File: src/rtl/xfr_buf_write_arbiter.sv
// xfr_buf_write_arbiter: round-robin burst arbiter for the transfer-buffer write port with occupancy tracking.
// Define XFR_ARB_ASSERT_EN to compile in the embedded SVA checks.
module xfr_buf_write_arbiter #(
    parameter int NUM_REQ       = 4,
    parameter int DATA_W        = 32,
    parameter int MAX_BUFF_SIZE = 1024,
    parameter int BURST_LEN     = 4
) (
    input  logic                                   clk,
    input  logic                                   reset,
    input  logic [NUM_REQ-1:0]                     req,
    input  logic [NUM_REQ*DATA_W-1:0]              req_data,
    output logic [NUM_REQ-1:0]                     gnt,
    output logic                                   buf_wr,
    output logic [DATA_W-1:0]                      buf_wdata,
    input  logic                                   buf_rd_done,
    input  logic                                   flush,
    output logic [$clog2(MAX_BUFF_SIZE+1)-1:0]     buf_count,
    output logic                                   buf_full,
    output logic                                   buf_empty,
    output logic                                   underflow_err
);
    localparam int IW = NUM_REQ > 1 ? $clog2(NUM_REQ) : 1;
    localparam int BW = BURST_LEN > 1 ? $clog2(BURST_LEN) : 1;
    localparam int CW = $clog2(MAX_BUFF_SIZE + 1);

    typedef enum logic {IDLE, BURST} state_t;

    state_t        state, state_nxt;
    logic [IW-1:0] owner, owner_nxt, rr_ptr, rr_ptr_nxt, pick, cand;
    logic [BW-1:0] beat_cnt, beat_cnt_nxt;
    logic          pick_vld, last_beat, pop;

    assign buf_full  = buf_count == CW'(MAX_BUFF_SIZE);
    assign buf_empty = buf_count == '0;
    assign pop       = buf_rd_done && !buf_empty;
    assign last_beat = buf_wr && beat_cnt == BW'(BURST_LEN - 1);

    // Scan downward so the lowest cyclic offset from rr_ptr wins.
    always_comb begin
        pick     = rr_ptr;
        pick_vld = 1'b0;
        cand     = '0;
        for (int k = NUM_REQ - 1; k >= 0; k--) begin
            cand = IW'((int'(rr_ptr) + k) % NUM_REQ);
            if (req[cand]) begin
                pick     = cand;
                pick_vld = 1'b1;
            end
        end
    end

    always_ff @(posedge clk) begin
        if (reset) begin
            state         <= IDLE;
            owner         <= '0;
            rr_ptr        <= '0;
            beat_cnt      <= '0;
            buf_count     <= '0;
            underflow_err <= 1'b0;
        end else begin
            state         <= state_nxt;
            owner         <= owner_nxt;
            rr_ptr        <= rr_ptr_nxt;
            beat_cnt      <= beat_cnt_nxt;
            buf_count     <= flush ? '0 : buf_count + CW'(buf_wr) - CW'(pop);
            underflow_err <= underflow_err | (buf_rd_done & buf_empty);
        end
    end

    // A flush abandons the burst without advancing the rotation pointer.
    always_comb begin
        state_nxt    = state;
        owner_nxt    = owner;
        rr_ptr_nxt   = rr_ptr;
        beat_cnt_nxt = beat_cnt;
        if (flush)
            state_nxt = IDLE;
        else if (state == IDLE) begin
            if (pick_vld && !buf_full) begin
                state_nxt    = BURST;
                owner_nxt    = pick;
                beat_cnt_nxt = '0;
            end
        end else if (last_beat || !req[owner] || buf_full) begin
            state_nxt  = IDLE;
            rr_ptr_nxt = owner == IW'(NUM_REQ - 1) ? '0 : owner + 1'b1;
        end else if (buf_wr)
            beat_cnt_nxt = beat_cnt + 1'b1;
    end

    always_comb begin
        gnt        = '0;
        gnt[owner] = !reset && state == BURST && req[owner] && !buf_full && !flush;
        buf_wr     = |gnt;
        buf_wdata  = buf_wr ? req_data[owner*DATA_W +: DATA_W] : '0;
    end

`ifdef XFR_ARB_ASSERT_EN
    a_onehot: assert property (@(posedge clk) disable iff (reset) $onehot0(gnt));
    a_no_full_wr: assert property (@(posedge clk) disable iff (reset) !(buf_wr && buf_full));
    a_gnt_req: assert property (@(posedge clk) disable iff (reset) (gnt & ~req) == '0);
    a_count: assert property (@(posedge clk) disable iff (reset) buf_count <= CW'(MAX_BUFF_SIZE));
    for (genvar i = 0; i < NUM_REQ; i++) begin : g_live
        a_live: assert property (@(posedge clk) disable iff (reset)
            req[i] && !gnt[i] |-> ##[1:NUM_REQ*(BURST_LEN+1)] (gnt[i] || !req[i] || buf_full || flush));
    end
`endif
endmodule
File: config.mk
export PLATFORM = sky130hd
export DESIGN_NAME = xfr_buf_write_arbiter
export DESIGN_NICKNAME = d
export VERILOG_FILES = /design/src/rtl/xfr_buf_write_arbiter.sv
export SDC_FILE = /design/constraint.sdc
export NUM_CORES = 1
export LEC_CHECK = 0
export ABC_AREA = 1
export CORE_UTILIZATION = 32
export CTS_CLUSTER_DIAMETER = 120
export DETAILED_ROUTE_END_ITERATION = 10
export PLACE_DENSITY_LB_ADDON = 0.12
export SLEW_MARGIN = 20
export SYNTH_ARGS = -nofsm -noshare
export SYNTH_HDL_FRONTEND = slang
export SYNTH_SLANG_ARGS = --single-unit
File: constraint.sdc
create_clock -name clk -period 2.8 [get_ports clk]
set_clock_uncertainty 0.1 [all_clocks]
set_input_delay 0.84 -clock clk [delete_from_list [all_inputs] [get_ports clk]]
set_output_delay 0.84 -clock clk [all_outputs]
set_load 0.005 [all_outputs]
==> summary.txt <==
Outcome
  – Outcome: complete, but fails checks
  – Violations in the final reports: negative setup slack

Clocking
  – Library cell used as clock root buffer: sky130_fd_sc_hd__clkbuf_8
  – Number of buffers between clock root and the deepest sink: 2
  – Hold bufs inserted after CTS: 0
  – CTS tree: yes
  – Latest clock arrival within the worst-skew pair: 0.26 ns
  – CTS Buf Count: 3
  – Sink Count: 19
  – CTS H-Tree Depth: 1
  – Clock-pin slew on the worst setup and hold paths: 0.08 ns

Route
  – Post-detailed-route via-to-cell ratio: 5.01
  – Number of nets still failing antenna checks after routing: 0
  – Total iterations of the first detailed-routing run: 4
  – Drt total wl: 12800 um
  – DRC marker count from the first detailed-route iteration: around 160
  – Vias post-DR: 4194
  – Drt drc: 0
  – Wire length per cell: 15.3 um

Timing
  – Unrepaired setup endpoints after global routing: true
  – Slew @ Worst Pin: 0.554 ns
  – Final Max Tran Viols: 0
  – Final critical-path share of the clock period: 1.06
  – Final min period: 2.97 ns
  – Max Clk Rate: 0.336 GHz
  – Number of setup violations in the final report: 36
  – Final worst setup slack: -0.172 ns
  – Post-Route Setup TNS: -4.86 ns
  – Total count of hold-check failures in the final report: 0
  – Worst slew slack as a fraction of its limit: 0.630

Floorplan
  – Initial core utilization: 0.335
  – Count of boundary I/O pins: approximately 190
  – Core area: 7850 sq um
  – Overall die area: 8570 sq um
  – DIE HEIGHT: just over 90 um
  – Count of standard-cell rows: 32
  – DIE WIDTH: 92.6 um

Worst hold path
  – Startpoint of the lowest-slack hold path: underflow_err
  – Min-Delay Path Class: reg -> reg

Worst setup path
  – Required time of the worst setup path: 1.86 ns
  – Critical path origin: req[1]
  – Crit path capture type: output port
  – Launching point of the worst reg2reg path: buf_count[7]
  – Kind of launch point of the worst setup path: input port
  – CP Data Arrival Time: roughly 2.0 ns
  – Maximum fanout along the worst path: 6
  – Classification of the worst setup path: in -> out

Global routing
  – Vias in the first global route: 3919
  – Wire length of the first global-routing pass: about 19000 um
  – Global-route congestion overflow total: 0
  – Pin count of the biggest net entering global routing: 64
  – Overall track demand over capacity in global routing: 0.277
  – Antenna violations before repair: 1

Pwr
  – Leakage power summed over all cells: roughly 2.5 nW
  – Ratio of total power to cell area: 581 nW/um^2
  – Max VDD drop: 920 uV

Synth
  – Post-synthesis cell type with the largest combined area: sky130_fd_sc_hd__nor2_1
  – Number of nets produced by synthesis: 640
  – Share of Yosys cell area claimed by the top area cell type: 0.210
  – Synth Instances: 483
  – Number of enable-type register cells in the synthesized netlist: 0
  – Number of different library cells in the post-synthesis netlist: 29
  – Post-synthesis average cell area: 5.43 sq um
  – Syn Std Cell Area: 2630 sq um
  – Largest cells by area after synthesis: sky130_fd_sc_hd__nor2_1 (21%), sky130_fd_sc_hd__dfxtp_1 (14%), sky130_fd_sc_hd__o21ai_0 (14%)
  – Fraction of the yosys area taken by sequential cells: 0.145
  – Most common cell in the synthesized netlist: sky130_fd_sc_hd__nor2_1
  – Synth Flop Type: sky130_fd_sc_hd__dfxtp_1
  – Commonest cells in the netlist: sky130_fd_sc_hd__nor2_1 (147), sky130_fd_sc_hd__o21ai_0 (72), sky130_fd_sc_hd__a21oi_1 (53)
  – Fraction of synthesis flops using an asynchronous set or reset pin: 0
  – Number of warnings printed during yosys synthesis: 0
  – Synthesized flop and latch total: 19

Place
  – Number of buffer cells added on primary ports: 186
  – Sum of net half-perimeters after detailed placement: roughly 8600 um
  – Weighted congestion reported at the end of routability-driven placement: just over 0.9
  – Pre-CTS WS: -0.911 ns

Cells and area
  – Total Nets Final: 892
  – Signed area change from the synthesized netlist to the final layout: 112%
  – Number of filler instances in the final layout: ~620
  – Fraction of final layout cells with drive strength greater than 1: 0.326
  – Total area of multi-input combinational cells: 2300 sq um
  – Storage element area: ~390 sq um

Flow run
  – Max-capacitance violation count: 0
[metrics by stage]
step / power [mW] / hold WS [ns] / util / instance area (sq um) / instances
after global placement: 2.45 / 0.333 / 0.625 / 4900 / 795
after floorplan: 1.53 / 0.341 / - / 2630 / 483
final: 3.24 / 0.351 / 0.710 / 5570 / 837
after detailed placement: 2.48 / 0.337 / 0.625 / 4900 / 795
after CTS: 2.89 / 0.351 / 0.673 / 5280 / 835
after global routing: 3.50 / 0.381 / 0.710 / 5570 / 837
[cell type report]
| class | count | share of cell area |
|---|---|---|
| clock buffers | 4 | 0.00808 |
| multi-input cells | 384 | 0.413 |
| diodes | 1 | 0.000449 |
| flip-flops and latches | 19 | 0.0698 |
| inverters | 55 | 0.0393 |
| well taps | 102 | 0.0229 |
| repair buffers | 272 | 0.446 |
[layer usage]
metal / global-route usage / part of all wire / wire length [um]
met5: 0 / 0 / 0
met2: 0.509 / 0.51 / 6470
met3: 0.0394 / 0.068 / 863
met1: 0.323 / 0.40 / 5090
met4: 0.0964 / 0.027 / 339
[logic make-up after synthesis]
logic type | Yosys count | share of synthesized area
AND/OR/NAND/NOR | 217 | 0.337
adder cells (fa/ha/maj) | 21 | 0.103
AO/OA/AOI/OAI | 143 | 0.282
buffers and inverters | 80 | 0.123
flip-flops | 19 | 0.145
XOR/XNOR | 3 | 0.0100
[critical path, stage by stage]
cell and delay [ns]:
sky130_fd_sc_hd__buf_6 0.08, sky130_fd_sc_hd__inv_2 0.04, sky130_fd_sc_hd__nand2_2 0.07, sky130_fd_sc_hd__nand3_2 0.10, sky130_fd_sc_hd__nand2_2 0.12, sky130_fd_sc_hd__o2111ai_2 0.11
sky130_fd_sc_hd__nand2_2 0.12, sky130_fd_sc_hd__buf_12 0.12, sky130_fd_sc_hd__inv_12 0.05, sky130_fd_sc_hd__buf_12 0.14, sky130_fd_sc_hd__a21oi_4 0.11, sky130_fd_sc_hd__buf_2 0.14
[registers in the layout (all words and copies together), names as in the netlist]
signal,flops
owner,2
underflow_err,1
buf_count,11
state,1
rr_ptr,2
beat_cnt,2
[final timing paths]
| path | to | slack [ns] | cells after the start |
|---|---|---|---|
| max reg2reg | buf_count[8] | 0.09 | 20 |
| max | buf_wdata[30] | -0.17 | 12 |
| min | underflow_err | 0.35 | 2 |
| min reg2reg | underflow_err | 0.35 | 2 |
[cell usage in the layout (no fill, tap or decap), types with 3 or more instances in the layout]
cell and n:
sky130_fd_sc_hd__o21ai_0 69, sky130_fd_sc_hd__clkbuf_8 3, sky130_fd_sc_hd__buf_2 33, sky130_fd_sc_hd__ha_4 4
sky130_fd_sc_hd__a21oi_1 17, sky130_fd_sc_hd__nand3_2 9, sky130_fd_sc_hd__inv_1 33, sky130_fd_sc_hd__buf_6 9
sky130_fd_sc_hd__a21oi_4 6, sky130_fd_sc_hd__nand2_2 13, sky130_fd_sc_hd__nor2_2 3, sky130_fd_sc_hd__buf_12 5
sky130_fd_sc_hd__dfxtp_2 7, sky130_fd_sc_hd__inv_2 20, sky130_fd_sc_hd__dfxtp_1 12, sky130_fd_sc_hd__clkdlybuf4s50_1 140
sky130_fd_sc_hd__o21ai_2 4, sky130_fd_sc_hd__o21ai_1 6, sky130_fd_sc_hd__nor2_4 3, sky130_fd_sc_hd__dlygate4sd2_1 4
sky130_fd_sc_hd__nand3_1 4, sky130_fd_sc_hd__nand2_1 33, sky130_fd_sc_hd__a21oi_2 30, sky130_fd_sc_hd__buf_4 74
sky130_fd_sc_hd__ha_1 16, sky130_fd_sc_hd__o2111ai_2 3, sky130_fd_sc_hd__nor2_1 144
[timing repair]
item / CTS / global route
endpoints found under the setup margin: 46 / 47
setup buffers: 34 / 6
gates resized for setup: 228 / 68
pin swaps: 13 / 30
gates cloned: 2 / 1
[power breakdown]
group          internal [mW]  switching [mW]  total (mW)
combinational           1.30            1.31        2.61
clock                  0.101           0.103       0.204
sequential             0.357          0.0623       0.419
total                   1.76            1.47        3.24
Power figures use the tool's default switching activity.
